[config.mk]
export PLATFORM = sky130hd
export DESIGN_NAME = seq_cmp
export DESIGN_NICKNAME = d
export VERILOG_FILES = /design/src/rtl/cmp_pkg.sv /design/src/rtl/cmp_digit.sv /design/src/rtl/seq_cmp.sv
export SDC_FILE = /design/constraint.sdc
export NUM_CORES = 1
export LEC_CHECK = 0
export CORE_MARGIN = 5
export CORE_UTILIZATION = 45
export CTS_CLUSTER_SIZE = 40
export DETAILED_ROUTE_END_ITERATION = 7
export PLACE_DENSITY = 0.75
export SYNTH_ARGS = -nofsm -noshare
export SYNTH_HDL_FRONTEND = slang
export SYNTH_SLANG_ARGS = --single-unit
[constraint.sdc]
create_clock -name clk -period 2.4 [get_ports clk]
set_input_delay 0.48 -clock clk [delete_from_list [all_inputs] [get_ports clk]]
set_output_delay 0.48 -clock clk [all_outputs]
set_load 0.03 [all_outputs]
[src/rtl/cmp_pkg.sv]
// Shared types and constants for the digit-serial magnitude comparator.
// cmp_res_t is the one-hot gt/eq/lt cascade passed from digit to digit.
package cmp_pkg;

  typedef enum logic [1:0] {
    IDLE = 2'd0,
    RUN  = 2'd1,
    DONE = 2'd2
  } cmp_state_t;

  typedef struct packed {
    logic gt;
    logic eq;
    logic lt;
  } cmp_res_t;

  localparam cmp_res_t CMP_RES_INIT = '{gt: 1'b0, eq: 1'b1, lt: 1'b0};
  localparam cmp_res_t CMP_RES_GT   = '{gt: 1'b1, eq: 1'b0, lt: 1'b0};
  localparam cmp_res_t CMP_RES_LT   = '{gt: 1'b0, eq: 1'b0, lt: 1'b1};

endpackage

[src/rtl/cmp_digit.sv]
// Combinational DIGIT-bit comparator slice: a ripple of per-bit cells, low bit
// first, where any differing bit overrides everything below it.
module cmp_digit
  import cmp_pkg::*;
#(
  parameter int DIGIT = 4
) (
  input  logic     [DIGIT-1:0] a,
  input  logic     [DIGIT-1:0] b,
  input  cmp_res_t             res_in,
  output cmp_res_t             res_out
);

  for (genvar i = 0; i < DIGIT; i++) begin : g_bit
    cmp_res_t r_prev;
    cmp_res_t r;

    if (i == 0) begin : g_first
      assign r_prev = res_in;
    end else begin : g_next
      assign r_prev = g_bit[i-1].r;
    end

    assign r = (a[i] & ~b[i]) ? CMP_RES_GT :
               (~a[i] & b[i]) ? CMP_RES_LT : r_prev;
  end

  assign res_out = g_bit[DIGIT-1].r;

endmodule

[src/rtl/seq_cmp.sv]
// Multi-cycle magnitude comparator: DIGIT bits per clock, LSB digit first,
// signed or unsigned, valid/ready on both sides, kill aborts in-flight work.
module seq_cmp
  import cmp_pkg::*;
#(
  parameter int WIDTH = 32,
  parameter int DIGIT = 4
) (
  input  logic             clk,
  input  logic             rst,
  input  logic             in_valid,
  output logic             in_ready,
  input  logic [WIDTH-1:0] a,
  input  logic [WIDTH-1:0] b,
  input  logic             sgn,
  input  logic             kill,
  output logic             out_valid,
  input  logic             out_ready,
  output logic             gt,
  output logic             eq,
  output logic             lt
);

  localparam int N     = WIDTH / DIGIT;
  localparam int CNT_W = $clog2(N) + 1;

  if (WIDTH < 2 || DIGIT < 1 || DIGIT > WIDTH || (WIDTH % DIGIT) != 0) begin : g_bad_param
    $error("seq_cmp: need WIDTH >= 2 and DIGIT dividing WIDTH");
  end

  cmp_state_t       state;
  cmp_state_t       state_nxt;
  logic [CNT_W-1:0] cnt;
  logic [WIDTH-1:0] sh_a;
  logic [WIDTH-1:0] sh_b;
  cmp_res_t         casc;
  cmp_res_t         digit_res;
  cmp_res_t         res;
  logic             accept;
  logic             last_step;

  assign accept    = in_valid && in_ready && !kill;
  assign last_step = (cnt == CNT_W'(N - 1));

  cmp_digit #(
    .DIGIT (DIGIT)
  ) u_digit (
    .a       (sh_a[DIGIT-1:0]),
    .b       (sh_b[DIGIT-1:0]),
    .res_in  (casc),
    .res_out (digit_res)
  );

  // NOTE: sequential state uses non-blocking assignments so every register
  // samples pre-edge values regardless of process ordering.
  always_ff @(posedge clk or posedge rst) begin
    if (rst) state <= IDLE;
    else     state <= state_nxt;
  end

  // kill outranks both the new accept and the output handshake.
  always_comb begin
    // NOTE: default first so no path through the case leaves state_nxt
    // unassigned, which would otherwise infer a latch.
    state_nxt = state;
    unique case (state)
      IDLE: if (accept) state_nxt = RUN;
      RUN: begin
        if (kill)           state_nxt = IDLE;
        else if (last_step) state_nxt = DONE;
      end
      DONE: begin
        if (kill)           state_nxt = IDLE;
        else if (accept)    state_nxt = RUN;
        else if (out_ready) state_nxt = IDLE;
      end
      default: state_nxt = IDLE;
    endcase
  end

  always_comb begin
    in_ready  = 1'b0;
    out_valid = 1'b0;
    unique case (state)
      IDLE: in_ready = !rst;
      DONE: begin
        in_ready  = out_ready;
        out_valid = 1'b1;
      end
      default: ;
    endcase
  end

  // Flipping the MSB maps two's-complement order onto unsigned order, so the
  // digit cells never need to know the mode.
  // NOTE: the shift registers are plain flops, so resetting them is cheap and
  // keeps the datapath free of X after reset.
  always_ff @(posedge clk or posedge rst) begin
    if (rst) begin
      cnt  <= '0;
      sh_a <= '0;
      sh_b <= '0;
      casc <= CMP_RES_INIT;
      res  <= '0;
    end else if (accept) begin
      cnt  <= '0;
      sh_a <= a ^ {sgn, {(WIDTH-1){1'b0}}};
      sh_b <= b ^ {sgn, {(WIDTH-1){1'b0}}};
      casc <= CMP_RES_INIT;
    end else if (state == RUN && !kill) begin
      cnt  <= cnt + CNT_W'(1);
      sh_a <= sh_a >> DIGIT;
      sh_b <= sh_b >> DIGIT;
      casc <= digit_res;
      if (last_step) res <= digit_res;
    end
  end

  assign gt = res.gt;
  assign eq = res.eq;
  assign lt = res.lt;

  a_onehot : assert property (@(posedge clk) disable iff (rst)
    out_valid |-> $onehot({gt, eq, lt}));

  a_hold : assert property (@(posedge clk) disable iff (rst)
    (out_valid && !out_ready && !kill) |=> out_valid);

endmodule

; ---- Word level (Yosys, flattened, before mapping)
; Cells that the tools add are included.
[word_totals]
out_inout_bits = 5
register_bits = 76
wordCells = 70
input_bits = 70
[op_classes]
n_reduce_logical = 9
add_sub_neg = 1
muxes = 25
eq_ne = 6
bitwise = 19
[ops]
columns = cell, count
row1 = two-way mux 32 bit, 4
row2 = XOR 32 bit, 2
row3 = two-way mux 3 bit, 10
row4 = two-way mux 2 bit, 6
row5 = NOT 1 bit, 9
row6 = AND 1 bit, 8
row7 = two-way mux 4 bit, 2
row8 = one-hot mux 2 bit (3 select lines), 1
row9 = AND reduction 3 bit, 2
row10 = adder 4 x 1 -> 4 bit (second input constant), 1
row11 = == test 4 x 3 -> 1 bit (second input constant), 1
row12 = inequality test 4 bit (second input constant), 1
row13 = logical AND 1 bit, 3
row14 = inequality test 3 bit (second input constant), 1
row15 = == test 2 x 1 -> 1 bit (second input constant), 1
row16 = == test 2 bit (second input constant), 1
row17 = zero test 1 bit, 2
row18 = zero test 2 bit, 1
row19 = inequality test 2 bit (second input constant), 1
row20 = one-hot mux 1 bit (2 select lines), 1
row21 = nonzero test 2 bit, 1
row22 = two-way mux 1 bit, 1

; ---- Depth between registers and ports, before layout
; Gate-level depths: netlist of run 1.
[depth]
word_depth = 12
mapped_depth = 7
ltp_nobuf = 5

; ---- Cells and area by module
; From an unflattened synthesis of run 1, not the netlist that was laid out.
[unflattened]
cells_unflattened = 491
area_unflattened_um2 = 4337.9
[modules_own_cells]
columns = mod, instances, seq_area_each_um2, area_per_inst_um2, cells_each
row1 = seq_cmp, 1, 1903.1, 4205.3, 475
row2 = cmp_digit, 1, 0.0, 132.6, 16

; ---- Least setup slack after synthesis of run 1
; No wires, ideal clock.
[synth_path]
kind = input port to flip-flop
from = input port out_ready
to = register sh_a[0]
t_required_ps = 2282
setup_ps = 118
stages = 6
path_buffers = 2
arrival_ps = 1453
slack_ps = 829
path_cell_list = and2_1 -> o21a_1 -> buf_2 -> clkbuf_1 -> a22o_1 -> a21o_1
[synth_via]
elab_chain_len = 4
elab_cells_between_ends = 5
cone_classes = 2 x mux / 3 x reduce/logical
[synth_lines]
columns = element, line_no
row1 = "start, declared", seq_cmp.sv:18  ; input logic out_ready,
row2 = one-hot mux 1 bit (2 select lines) *, seq_cmp.sv:84  ; unique case (state)
row3 = logical AND 1 bit * (2 in a row), seq_cmp.sv:42  ; assign accept = in_valid && in_ready && !kill;
row4 = two-way mux 32 bit or nonzero test 2 bit (tied branches), --
row5 = "end signal, assigned", seq_cmp.sv:107  ; sh_a <= a ^ {sgn, {(WIDTH-1){1'b0}}};
row6 = "end signal, assigned", seq_cmp.sv:112  ; sh_a <= sh_a >> DIGIT;
row7 = "end, declared", seq_cmp.sv:34  ; logic [WIDTH-1:0] sh_a;
; Mark *: on every way between the ends. The rest lies on a longest branch, timed or not.
; A chain may end at the register's enable or synchronous reset.

; ---- Worst setup path after layout of run 1
[layout_path]
from = register state[1]
to = output port out_valid
[layout_via]
elab_chain_len = 2
[layout_lines]
columns = element, line_no
row1 = "start, declared", seq_cmp.sv:31  ; cmp_state_t state;
row2 = "start signal, assigned", seq_cmp.sv:58  ; else state <= state_nxt;
row3 = == test 2 bit, seq_cmp.sv:84
row4 = two-way mux 1 bit, seq_cmp.sv:84
row5 = "end, declared", seq_cmp.sv:17  ; output logic out_valid,
; Every way passes these cells.

==> results of run 1 <==
how the worst min path moves through the flow:
stage	slack, ns	cells past startpoint	endpoint	start
floorplan	0.45	1	sh_a[10]	sh_a[10]
global placement	0.46	1	sh_a[25]	sh_a[25]
detailed placement	0.47	1	sh_b[5]	sh_b[5]
CTS	0.48	1	sh_a[13]	sh_a[13]
global route	0.50	1	sh_a[15]	sh_a[15]
finish	0.48	1	sh_a[15]	sh_a[15]
kinds of logic (layout without fill, tap and decap cells):
logic type      after synthesis  after routing  synth area share
fa+ha+maj                     1              1           0.00366
flops                        76             76             0.557
compound gates              134            134             0.307
xor+xnor                      4              4            0.0103
simple gates                 50             50            0.0736
mux                           4              4            0.0128
buf+inv                      27            106            0.0359
layer usage:
layer	part of all wire	up-vias	track usage
met5	0	-	0
met4	0.013	0	0.0605
met3	0.032	6	0.0431
met2	0.50	58	0.268
met1	0.46	1300	0.201
li1	-	1235	-
layout make-up:
| cell class | count | area [sq um] | share of cell area |
|---|---|---|---|
| flip-flops and latches | 76 | 1900 | 0.421 |
| multi-input cells | 193 | 1400 | 0.311 |
| repair buffers | 86 | 842 | 0.186 |
| clock buffers | 10 | 138 | 0.0305 |
| well taps | 99 | 124 | 0.0274 |
| clock inverters | 6 | 87.6 | 0.0194 |
| inverters | 4 | 18.8 | 0.00416 |
flip-flops by register name, summed over array words and instances, names as in the netlist:
signal  cells
casc        3
cnt         4
eq          1
gt          1
lt          1
sh_a       32
sh_b       32
state       2
synth_stat cells (2+ instances only):
cell | instances | share of area
sky130_fd_sc_hd__o21bai_1 | 2 | 0.0044
sky130_fd_sc_hd__nand2b_1 | 4 | 0.0073
sky130_fd_sc_hd__nor2b_1 | 5 | 0.0092
sky130_fd_sc_hd__inv_1 | 4 | 0.0044
sky130_fd_sc_hd__xor2_1 | 4 | 0.010
sky130_fd_sc_hd__clkbuf_1 | 8 | 0.0088
sky130_fd_sc_hd__a22o_1 | 57 | 0.15
sky130_fd_sc_hd__mux2_2 | 3 | 0.0099
sky130_fd_sc_hd__o21ai_0 | 11 | 0.016
sky130_fd_sc_hd__a21o_1 | 56 | 0.12
sky130_fd_sc_hd__dfrtp_1 | 75 | 0.55
sky130_fd_sc_hd__nand2_1 | 22 | 0.024
sky130_fd_sc_hd__nand4_1 | 2 | 0.0037
sky130_fd_sc_hd__buf_2 | 14 | 0.021
sky130_fd_sc_hd__nand3_1 | 2 | 0.0029
sky130_fd_sc_hd__nor2_1 | 7 | 0.0077
sky130_fd_sc_hd__o21ai_1 | 2 | 0.0029
metrics by stage:
stage / total power (W) / setup slack [ns] / utilization
2_1_floorplan: 0.00221 / 0.829 / -
3_3_place_gp: 0.00244 / -0.0324 / 0.585
3_5_place_dp: 0.00248 / -0.0949 / 0.585
4_1_cts: 0.00356 / 0.187 / 0.616
5_1_grt: 0.00372 / 0.126 / 0.616
6_report: 0.00353 / 0.205 / 0.616
power groups by stage:
stage                     Clock [W]  Sequential (W)  Combinational (W)
after floorplan                   0         0.00174           0.000467
after global placement            0         0.00178           0.000659
after detailed placement          0         0.00179           0.000682
after CTS                   0.00110         0.00177           0.000687
after global routing        0.00116         0.00181           0.000752
final                       0.00109         0.00177           0.000675
==> run metrics, run 1 <==
skew final=around 0.0088 ns; commonest cells after routing, fill and taps aside=sky130_fd_sc_hd__dfrtp_1 (75), sky130_fd_sc_hd__clkdlybuf4s50_1 (73), sky130_fd_sc_hd__a22o_1 (57); post-layout instance count excluding filler cells=roughly 470; Gate power share=0.191; clock-pin slew reported for the worst setup and hold paths after clock tree synthesis=about 0.08 ns; max-slew violation count=0; worst path bufs/invs=1; Max Freq=roughly 460 MHz; syn avg cell area=around 12 sq um; Internal=roughly 0.0026 W; post-synthesis sequential area ratio=0.557; critical path class=reg2out; outcome=finished clean; initial antenna violation count=0; Clock power frac=0.308; number of nets with antenna violations after detailed routing=0; number of H-tree levels=3; CTS Sinks=between 70 and 80; number of unique standard cell types used by synthesis=35; sequential cell fraction of total power=0.501; required time of the critical path=1.92 ns; transition time at the pin with the least slew margin=0.781 ns; count of instances resized after the clock tree is built=1; top cell family by delay on the critical path=buffers and inverters; launching point of the worst reg2reg path=state[1]; Detailed Route WL=around 7.5 mm; fin crit period=around 2.2 ns; detailed placement HPWL=slightly above 5 mm; floorplan die height=97.1 um; Post-CTS Setup Inserts=0; clock tree from TritonCTS=yes; final net count=441; Final TNS setup=0 ns; final estimated routing congestion in global placement=0.832; largest net degree at the start of global routing=77; placed insts=around 460; number of DRC violations after detailed routing=0; Filler Cell Count=about 610; worst slack on hold paths=between 0.4 and 0.5 ns; total stage count of the critical path=2; share of cells above drive strength 1=0.0987; fraction of synthesis flops using an asynchronous set or reset pin=1.00; number of global-route vias before repair=between 2000 and 3000; class of the worst hold path=reg2reg; global-route wire length before repair=about 12 mm; sum of overflow across all layers after global routing=0; I/O pin count=75; number of cells on the worst reg-to-reg path=5; Antenna diodes=0; latest clock arrival within the worst-skew pair=around 0.34 ns; Final setup viols=0; endpoint of the most critical setup path=out_valid; crit start category=register; number of flops mapped to enable cells by yosys=0; via total after detailed routing=2599; Static Leakage=2.31 nW; Peak supply drop=about 0.33 mV; slew margin rel.=0.478; total net switching power=roughly 0.00094 W; part of the cycle the worst path needs=0.914; cell chosen for the clock root=sky130_fd_sc_hd__clkbuf_8; internal reg-to-reg setup slack=between 0.3 and 0.4 ns; width of the die=between 90 and 100 um; slowest cell on the critical path=sky130_fd_sc_hd__clkdlybuf4s50_1; num rows=31; Hold Vio Cnt, Final=0; critical path cell sequence=nor2b_1 > clkdlybuf4s50_1; power density relative to cell area=slightly below 800 nW/um^2; final instance area=4520 sq um; placeable core region=between 7000 and 8000 sq um; worst flop-to-flop path endpoint=sh_b[26]; register bit total from synthesis=76; switching part of the total=0.265; maximum net fanout on the critical path=5; area enclosed by the die boundary=9430 sq um; post-synthesis instance total=296; Mapped Area=roughly 3400 sq um; CP max stage delay=around 0.70 ns; layout overhead on the synthesized area=32.2%; Synthesized Nets=approximately 370; total of warnings raised by yosys=0; Via-to-Cell Ratio=5.48; number of clock buffers inserted by TritonCTS=9; Crit path arrival time=about 1.7 ns; All-Layer GR Usage=0.161; timing startpoint of the critical path=state[1]; leading cell type in the layout, fill and taps excluded=sky130_fd_sc_hd__dfrtp_1; Crit. End Element=output pin; Initial Util=0.466; most instantiated flip-flop cell in the synthesis netlist=sky130_fd_sc_hd__dfrtp_1; number of DRC markers after the initial detailed-route iteration=92; post-cts hold buffer count=0; number of iterations in the first detailed-routing pass=4; total cell area at the placement stage=4290 sq um; WL/cell=about 16 um; RSZ-0062 raised after global routing=no; max-capacitance violation count=0; count of port buffers added during placement=74; clock tree buffer depth=2
No activity file was read; power rests on OpenSTA's default activity.
==> run 2, diff against run 1 <==
--- a/config.mk
+++ b/config.mk
@@ -5,11 +5,13 @@
 export SDC_FILE = /design/constraint.sdc
 export NUM_CORES = 1
 export LEC_CHECK = 0
-export CORE_MARGIN = 5
-export CORE_UTILIZATION = 45
+export CAP_MARGIN = 30
+export CORE_MARGIN = 10
+export CORE_UTILIZATION = 48
 export CTS_CLUSTER_SIZE = 40
 export DETAILED_ROUTE_END_ITERATION = 7
-export PLACE_DENSITY = 0.75
+export PLACE_DENSITY = 0.76
 export SYNTH_ARGS = -nofsm -noshare
 export SYNTH_HDL_FRONTEND = slang
+export SYNTH_HIERARCHICAL = 1
 export SYNTH_SLANG_ARGS = --single-unit
==> run metrics, run 2 <==
launch instance of the worst min-delay path=sh_b[22]; RSZ-0062 raised after global routing=no; Synthesized Nets=approximately 560; CTS Sinks=76; Peak supply drop=0.399 mV; launching point of the worst reg2reg path=state[0]; clock tree from TritonCTS=yes; number of DRC violations after detailed routing=0; max-capacitance violation count=0; Static Leakage=around 2.2 nW; required time of the critical path=around 1.9 ns; number of flops mapped to enable cells by yosys=0; WL/cell=between 15 and 20 um; share of cells above drive strength 1=0.0924; class of the worst hold path=reg2reg; placed insts=between 600 and 700; floorplan die height=between 100 and 150 um; number of cells on the worst hold path=2; syn avg cell area=8.83 sq um; Crit. End Element=output pin; Detailed Route WL=around 11 mm; via total after detailed routing=~3700; number of clock buffers inserted by TritonCTS=9; post-layout instance count excluding filler cells=roughly 650; maximum net fanout on the critical path=5; area taken by multi-input logic gates=2190 sq um; clock tree buffer depth=2; power density relative to cell area=slightly above 700 nW/um^2; largest registers=sh_a (32), sh_b (32), cnt (4); number of H-tree levels=3; Filler Cell Count=~740; Crit path arrival time=~1.7 ns; clock-pin slew reported for the worst setup and hold paths after clock tree synthesis=around 0.08 ns; largest net degree at the start of global routing=68; num rows=34; Final TNS setup=0 ns; count of instances resized after the clock tree is built=0; width of the die=roughly 120 um; Final setup viols=0; part of the cycle the worst path needs=0.925; Hold Path End=sh_b[18]; sum of overflow across all layers after global routing=0; number of iterations in the first detailed-routing pass=5; placeable core region=about 8800 sq um; fin crit period=between 2 and 2.5 ns; worst flop-to-flop path endpoint=cnt[0]; Antenna diodes=0; Yosys top cell area share=0.433; critical path cell sequence=nor2b_1 > clkdlybuf4s50_1; critical path class=reg2out; slew margin rel.=0.551; Via-to-Cell Ratio=5.77; final estimated routing congestion in global placement=0.796; All-Layer GR Usage=0.166; largest cells by area after synthesis=sky130_fd_sc_hd__dfrtp_1 (43%), sky130_fd_sc_hd__nor4bb_1 (12%), sky130_fd_sc_hd__nand2_1 (11%); register bit total from synthesis=76; post-cts hold buffer count=0; latest clock arrival within the worst-skew pair=0.35 ns; layout overhead on the synthesized area=24.3%; Initial Util=0.495; count of port buffers added during placement=between 70 and 80; number of DRC markers after the initial detailed-route iteration=between 200 and 300; internal reg-to-reg setup slack=approximately 0.55 ns; CP max stage delay=around 0.72 ns; global-route wire length before repair=18.3 mm; number of cells on the worst reg-to-reg path=5; total of warnings raised by yosys=6; cell chosen for the clock root=sky130_fd_sc_hd__clkbuf_8; most instantiated flip-flop cell in the synthesis netlist=sky130_fd_sc_hd__dfrtp_1; transition time at the pin with the least slew margin=about 0.67 ns; initial antenna violation count=0; crit start category=register; Max Freq=roughly 450 MHz; number of global-route vias before repair=between 3000 and 4000; final net count=around 610; Post-CTS Setup Inserts=0; outcome=finished clean; skew final=0.00896 ns; most numerous cell types in the synthesized netlist=sky130_fd_sc_hd__nand2_1 (131), sky130_fd_sc_hd__dfrtp_1 (75), sky130_fd_sc_hd__nand3_1 (57), sky130_fd_sc_hd__o211ai_1 (56), sky130_fd_sc_hd__nor4bb_1 (54); Hold Vio Cnt, Final=0; combined flip-flop and latch cell area=around 1900 sq um; I/O pin count=75; post-synthesis sequential area ratio=0.439; count leader, synth=sky130_fd_sc_hd__nand2_1; post-synthesis instance total=just under 500; fraction of synthesis flops using an asynchronous set or reset pin=1.00; cell taking the most area after synthesis=sky130_fd_sc_hd__dfrtp_1; leading cell type in the layout, fill and taps excluded=sky130_fd_sc_hd__nand2_1; Mapped Area=between 4000 and 5000 sq um; number of nets with antenna violations after detailed routing=0; area enclosed by the die boundary=around 13000 sq um; slowest cell on the critical path=sky130_fd_sc_hd__clkdlybuf4s50_1; commonest cells after routing, fill and taps aside=sky130_fd_sc_hd__nand2_1 (131), sky130_fd_sc_hd__dfrtp_1 (74), sky130_fd_sc_hd__clkdlybuf4s50_1 (72); max-slew violation count=0; detailed placement HPWL=around 7.2 mm; number of unique standard cell types used by synthesis=37
[run 2: cell count changes in the layout (fill, tap and decap cells not counted), sizes merged, moves of 5 or more]
| cell | previous run | this run |
|---|---|---|
| nand2 | 22 | 131 |
| nor2 | 8 | 3 |
| mux2i | 1 | 8 |
| inv | 3 | 11 |
| nand3 | 2 | 57 |
| nor4bb | 0 | 54 |
| o211ai | 0 | 56 |
| a21o | 56 | 2 |
| o21ai | 13 | 3 |
| a22o | 57 | 1 |
[run 2: worst max-delay path by stage]
stage,startpoint,slack [ns],cells after the start,endpoint
floorplan,rst,0.29,5,in_ready
global placement,out_ready,0.37,5,sh_b[3]
detailed placement,rst,0.37,5,sh_a[16]
CTS,state[1],0.18,2,out_valid
global route,state[1],0.14,2,out_valid
finish,state[1],0.18,2,out_valid
[run 2: critical path: cells and delay by family, from the launching register on]
kind | cells | cell delay, ns
buffers and inverters | 1 | 0.72
DFF | 1 | 0.42
and+or+nand+nor | 1 | 0.25
[run 2: stage by stage]
step                power [W]  instance area [sq um]  setup WS [ns]  utilization  hold WS [ns]
floorplan             0.00241                   4340          0.288            -         0.469
global placement      0.00264                   5150          0.369        0.588         0.484
detailed placement    0.00271                   5150          0.371        0.588         0.489
CTS                   0.00388                   5390          0.177        0.615         0.510
global route          0.00407                   5390          0.143        0.615         0.528
finish                0.00386                   5390          0.180        0.615         0.508
[run 2: kinds of logic (layout without fill, tap and decap cells)]
group / after synthesis / after routing / share of synthesized area
compound gates: 72 / 72 / 0.125
fa+ha+maj: 1 / 1 / 0.00288
simple gates: 263 / 263 / 0.343
buf+inv: 65 / 115 / 0.0588
flops: 76 / 76 / 0.439
mux: 11 / 11 / 0.0262
xor+xnor: 3 / 3 / 0.00606
[run 2: routing by layer]
metal  GRT usage  vias to the layer above  wire [um]
met2       0.266                      108       5420
met1       0.214                     1776       4740
met5           0                        -          0
li1            -                     1844          -
met4      0.0578                        0        155
met3      0.0385                       14        691
[run 2: power breakdown]
part / switching, W / total, W / internal, W
Clock: 0.000465 / 0.00117 / 0.000710
Sequential: 0.000194 / 0.00180 / 0.00160
Combinational: 0.000440 / 0.000893 / 0.000452
Total: 0.00110 / 0.00386 / 0.00277
[run 2: final cells by class]
class	count	share of cell area
timing repair buffer	88	0.162
inverter	12	0.00905
clock inverter	5	0.0186
sequential	76	0.353
tap	108	0.0251
clock buffer	10	0.0255
multi-input combinational	350	0.406
